===== src/rtl/aap_fetch_unit.sv =====
`default_nettype none
// ============================================================================
//  Module   : aap_fetch_unit
//  Brief    : Single-outstanding instruction fetch for 16/32-bit AAP encodings.
//  Revision : 1.0
// ============================================================================
module aap_fetch_unit #(
    parameter logic [15:0] RESET_PC = 16'h0000
) (
    input  logic        clock,
    input  logic        reset,
    output logic        imem_req,
    output logic [15:0] imem_addr,
    input  logic        imem_rvalid,
    input  logic [15:0] imem_rdata,
    input  logic        branch_valid,
    input  logic [15:0] branch_target,
    output logic        instr_valid,
    input  logic        instr_ready,
    output logic [31:0] instr_data,
    output logic        instr_long,
    output logic [15:0] instr_pc
);

    localparam logic [2:0] c_REQ_LO  = 3'd0;
    localparam logic [2:0] c_WAIT_LO = 3'd1;
    localparam logic [2:0] c_REQ_HI  = 3'd2;
    localparam logic [2:0] c_WAIT_HI = 3'd3;
    localparam logic [2:0] c_PRESENT = 3'd4;
    localparam logic [2:0] c_DRAIN   = 3'd5;

    logic [2:0]  r_state;
    logic [2:0]  w_state_nxt;
    logic [15:0] r_pc;
    logic [15:0] w_pc_nxt;
    logic [15:0] w_pc_step;
    logic        w_cap_lo;
    logic        w_cap_hi;
    logic [31:0] r_instr_data;
    logic        r_instr_long;
    logic [15:0] r_instr_pc;

    assign w_pc_step = r_instr_long ? 16'd2 : 16'd1;

    always_ff @(posedge clock) begin
        if (reset) begin
            r_state <= c_REQ_LO;
            r_pc    <= RESET_PC;
        end else begin
            r_state <= w_state_nxt;
            r_pc    <= w_pc_nxt;
        end
    end

    always_comb begin
        w_state_nxt = r_state;
        w_pc_nxt    = r_pc;
        w_cap_lo    = 1'b0;
        w_cap_hi    = 1'b0;
        if (branch_valid) begin
            // A request still in flight must be drained before refetching
            w_pc_nxt = branch_target;
            case (r_state)
                c_WAIT_LO, c_WAIT_HI, c_DRAIN:
                    w_state_nxt = imem_rvalid ? c_REQ_LO : c_DRAIN;
                default:
                    w_state_nxt = c_REQ_LO;
            endcase
        end else begin
            case (r_state)
                c_REQ_LO: w_state_nxt = c_WAIT_LO;
                c_WAIT_LO: begin
                    if (imem_rvalid) begin
                        w_cap_lo    = 1'b1;
                        w_state_nxt = imem_rdata[15] ? c_REQ_HI : c_PRESENT;
                    end
                end
                c_REQ_HI: w_state_nxt = c_WAIT_HI;
                c_WAIT_HI: begin
                    if (imem_rvalid) begin
                        w_cap_hi    = 1'b1;
                        w_state_nxt = c_PRESENT;
                    end
                end
                c_PRESENT: begin
                    if (instr_ready) begin
                        w_pc_nxt    = r_pc + w_pc_step;
                        w_state_nxt = c_REQ_LO;
                    end
                end
                c_DRAIN: begin
                    if (imem_rvalid) begin
                        w_state_nxt = c_REQ_LO;
                    end
                end
                default: w_state_nxt = c_REQ_LO;
            endcase
        end
    end

    always_ff @(posedge clock) begin
        if (reset) begin
            r_instr_data <= 32'h0000_0000;
            r_instr_long <= 1'b0;
            r_instr_pc   <= 16'h0000;
        end else if (w_cap_lo) begin
            r_instr_data <= {16'h0000, imem_rdata};
            r_instr_long <= 1'b0;
            r_instr_pc   <= r_pc;
        end else if (w_cap_hi) begin
            r_instr_data[31:16] <= imem_rdata;
            r_instr_long        <= 1'b1;
        end
    end

    // A redirect in a request cycle cancels the request so only one is ever outstanding
    assign imem_req    = ((r_state == c_REQ_LO) || (r_state == c_REQ_HI)) && !branch_valid && !reset;
    assign imem_addr   = (r_state == c_REQ_HI) ? (r_pc + 16'd1) : r_pc;
    assign instr_valid = (r_state == c_PRESENT);
    assign instr_data  = r_instr_data;
    assign instr_long  = r_instr_long;
    assign instr_pc    = r_instr_pc;

endmodule
`default_nettype wire


===== config.mk =====
export PLATFORM = sky130hd
export DESIGN_NAME = aap_fetch_unit
export DESIGN_NICKNAME = d
export VERILOG_FILES = /design/src/rtl/aap_fetch_unit.sv
export SDC_FILE = /design/constraint.sdc
export NUM_CORES = 1
export LEC_CHECK = 0
export BUFFER_PORTS_ARGS = -buffer_cell sky130_fd_sc_hd__clkbuf_2
export CORE_MARGIN = 3
export CORE_UTILIZATION = 27
export CTS_CLUSTER_DIAMETER = 40
export CTS_CLUSTER_SIZE = 30
export DETAILED_ROUTE_END_ITERATION = 6
export PLACE_DENSITY = 0.52
export SYNTH_ARGS = -nofsm -noshare
export SYNTH_HDL_FRONTEND = slang
export SYNTH_SLANG_ARGS = --single-unit

===== constraint.sdc =====
create_clock -name clock -period 2.4 [get_ports clock]
set_input_delay 0.36 -clock clock [delete_from_list [all_inputs] [get_ports clock]]
set_output_delay 0.36 -clock clock [all_outputs]
set_load 0.02 [all_outputs]

**Word level (Yosys, flattened, before mapping)**

Index checks and enable logic that the tools add are counted.

- Register bits: 68
- Logic and storage cells: 48
- Output and inout port bits: 67

- Add/subtract/negate cells: 2
- Reductions and logical operators: 12
- Eq/ne operators: 9
- Muxes and demuxes: 19

Operator list:

| kind | number |
|---|---|
| $mux W16 | 4 |
| $mux W3 | 8 |
| $pmux W3 S6 | 1 |
| $add A16 B1 Y16 const B | 1 |
| $add A16 B2 Y16 | 1 |
| $ne A3 B3 Y1 const B | 3 |
| $eq A3 B2 Y1 const B | 2 |
| $eq A3 B3 Y1 const B | 2 |
| $mux W1 | 5 |
| $reduce_and A4 Y1 | 1 |
| $reduce_bool A2 Y1 | 2 |
| $eq A3 B1 Y1 const B | 1 |
| $logic_not A3 Y1 | 1 |
| $ne A3 B2 Y1 const B | 1 |
| $reduce_or A3 Y1 | 1 |
| $logic_and A1 B1 Y1 | 2 |
| $logic_not A1 Y1 | 2 |
| $mux W2 | 1 |
| $reduce_and A2 Y1 | 1 |
| $reduce_or A2 Y1 | 1 |
| $logic_or A1 B1 Y1 | 1 |

**Depth between registers and ports, before layout**

- Word-level depth: 5
- Mapped depth: 8
- Mapped depth without buffers: 8

**Least setup slack after synthesis**

OpenSTA, ideal clock, no wires.

- Kind: flip-flop to output port
- Start: register r_state[2]
- End: output imem_addr[13]
- Slack: 253 ps
- Stages on the path, launching flop included: 6
- Buffers on the path: 1
- Arrival: 1787 ps
- Path through: dfxtp_1 > buf_2 > or3b_1 > nor4_2 > nand3_1 > xnor2_1

- Word-level cells in the longest chain between the ends: 2

RTL lines:

| what | RTL line | text |
|---|---|---|
| start, declared | 32 | `logic [2:0] r_state;` |
| start signal, assigned | 47 | `r_state <= c_REQ_LO;` |
| start signal, assigned | 50 | `r_state <= w_state_nxt;` |
| $eq A3 B2 Y1 | 118 | `assign imem_addr = (r_state == c_REQ_HI) ? (r_pc + 16'd1) : r_pc;` |
| $mux W16 | 118 |  |
| end, declared | 13 | `output logic [15:0] imem_addr,` |

Every way passes these cells.

**Final worst setup path**

- Start: register r_state[0]
- End: output imem_addr[9]

The elaborated chain is that of the path after synthesis.

==> run_results.csv <==
group,metric,value,unit
synthesis,synth_area_leaders,"dfxtp_1 (42%), nand2_1 (13%), a21oi_1 (8.2%)",
global_route,grt_start_max_net_pins,28,
clock_tree,holdBufCountCts,0,
setup_path,worst-setup-path-type,"reg -> out",
synthesis,synth_cell_types,49,
synthesis,yosysTopAreaCell,"dfxtp_1",
final_layout,filler_cell_count,1217,
power_and_ir_drop,ir_drop,0.000351,V
clock_tree,path_clk_slew,0.06,ns
final_layout,layout_commonest_cell,"nand2_1",
final_layout,nets,550,
final_layout,area.growth.synth_to_final,33.7,%
detailed_routing,drt_pass1_iterations,4,
run_status,status,"finished, final reports clean",
setup_path,rr_startpoint,"instr_long$_SDFFE_PP0P_",
synthesis,yosysTopAreaCellShare,42.2,%
clock_tree,cts_tree,"built",
placement,place_ws,0.280,ns
floorplan,die_h,115,µm
detailed_routing,num_vias,3114,
timing,final-hold-violation-count,0,
floorplan,dieArea,13300,µm²
synthesis,synthesis.nets,445,
setup_path,crit_required,2.04,ns
global_route,grt_usage,15.2,%
timing,tightest_slew,0.652,ns
synthesis,ys_ff_latch,68,
timing,fin_hold_ws,0.265,ns
timing,setup_viol,0,
clock_tree,cts-buffers-inserted,9,
worst_hold_path,hp-start,"imem_rdata[6]",
synthesis,synth.avg_cell_area,7.99,µm²
setup_path,start_kind,"flip-flop",
timing,period_needed,2.27,ns
clock_tree,clock_sinks,68,
timing,fmax,440,MHz
flow_run,max_cap_violations,0,
synthesis,syn-cell-area,3230,µm²
timing,slew_violations,0,
floorplan,fp-row-count,39,
timing,finClkSkew,0.00740,ns
timing,post-route-period-util,94.7,%
detailed_routing,ant_nets,0,
timing,setup_tns,0,ns
global_route,grt_pass1_wl,15.9,mm
clock_tree,cts-root-buf,"clkbuf_16",
synthesis,ys.flop_type,"dfxtp_1",
timing,slew_headroom,56.5,%
placement,hpwlAfterDp,7.34,mm
floorplan,die_w,115,µm
placement,gp_congestion,0.781,
timing,final.setup.worst_slack,0.128,ns
global_route,antenna_found_initial,0,
setup_path,worst_ep_arrival_time,1.91,ns
detailed_routing,detail_route.wl_per_cell,15.1,µm
detailed_routing,route.detailed.drc,0,
floorplan,io_pins,104,
synthesis,ys_warn_count,0,
floorplan,start_util,27.9,%
clock_tree,cts_buffer_depth,2,
setup_path,endpoint_kind,"output pin",
synthesis,synth_edf_count,0,
detailed_routing,drt_first_iter_violations,162,
synthesis,ys_async_sr_fraction,0,%
synthesis,syn_inst,404,
setup_path,critical_path.startpoint,"r_state[0]$_SDFFE_PP0P_",
clock_tree,htreeDepth,3,
final_layout,drive_gt1_share,31.8,%
final_layout,diodes,0,
setup_path,crit_fanout,8,
final_layout,most-common-layout-cells,"nand2_1 (111), clkbuf_2 (102), dfxtp_1 (62)",
detailed_routing,drt-vias-per-instance,4.75,
global_route,grt-ovfl-total,0,
placement,io_buffers,103,
power_and_ir_drop,power_density,679,nW/µm²
global_route,grt_pass1_vias,3108,
synthesis,yosysSeqAreaShare,42.2,%
clock_tree,clkLatencyLatePin,0.33,ns
detailed_routing,drt_wl_total,9.93,mm
floorplan,core_area,11600,µm²
timing,rsz0062_at_grt,"false",
setup_path,reg2reg_slack,0.27,ns
worst_hold_path,hp-class,"in -> reg",
power_and_ir_drop,leakage,1.82,nW
==> worst max-delay path: stages, from the launching register on <==
cell	delay [ns]
dfxtp_2	0.35
or3b_4	0.42
or2_4	0.30
nor3_2	0.18
xor2_1	0.16
clkbuf_2	0.18
==> Yosys cell counts, types with 2 or more instances <==
master,n
xor2_1,11
nand2b_1,2
ha_1,3
o211ai_1,3
and4_1,3
inv_1,6
nand3_1,9
nand4_1,5
nor4_1,2
xnor2_1,10
mux2i_1,4
nor4_2,2
buf_2,8
a21oi_1,53
dfxtp_1,68
nor2_1,20
clkbuf_1,22
a211oi_1,6
o21ai_0,5
or3b_1,2
a311oi_1,3
nand4b_1,2
a2111oi_1,2
nor2b_1,4
nand2_1,111
nor3_1,8
buf_6,2
nor4_4,3
or3_1,5
==> kinds of logic after synthesis <==
kind of cell / synth area share (%)
AO/OA/AOI/OAI: 14.1
XOR/XNOR: 5.70
adder cells (fa/ha/maj): 1.78
buffers and inverters: 5.42
flip-flops: 42.2
multiplexers: 1.59
AND/OR/NAND/NOR: 29.2
==> flip-flops by register name, summed over array words and instances (netlist names) <==
register	cells
r_pc	16
instr_data	32
instr_long	1
r_state	3
instr_pc	16
==> power breakdown <==
group	total (W)	switching (W)	internal [W]
logic	0.000305	0.000187	0.000118
clock network	0.00142	0.000486	0.000932
registers	0.00121	0.0000425	0.00117
total	0.00293	0.000716	0.00222
==> what timing repair did <==
item | CTS | global route
gates resized for setup | 4 | 10
pin swaps | 0 | 4
buffers inserted | 0 | 2
endpoints found under the setup margin | 4 | 9
==> layer usage <==
layer	routed length [µm]	global-route usage, %
met4	167	5.32
met1	4600	20.0
met5	0	0
met3	414	3.37
met2	4750	24.4
==> cell type report <==
type,instances,area [µm²],share of cell area (%)
inverters,7,26.3,0.608
flip-flops and latches,68,1370,31.7
multi-input cells,296,1730,40.1
clock buffers,11,243,5.62
clock inverters,4,73.8,1.71
well taps,143,179,4.14
repair buffers,127,698,16.2
==> metrics by stage <==
step                      power (W)  instance area [µm²]  util (%)  instances
final                       0.00293                 4320      37.3        656
after global routing        0.00306                 4320      37.3        656
after CTS                   0.00297                 4280      37.0        654
after detailed placement    0.00154                 3950      34.1        639
after global placement      0.00153                 3950      34.1        639
after floorplan             0.00141                 3230         -        404
==> worst paths after layout <==
kind / to / depth (start not counted)
hold / removal: instr_data[6]$_SDFFE_PP0P_ / 3
setup / recovery: imem_addr[9] / 5
setup reg to reg: r_pc[8]$_SDFFE_PP0P_ / 8
hold reg to reg: instr_data[14]$_SDFFE_PP0P_ / 2
Power figures use the tool's default switching activity.
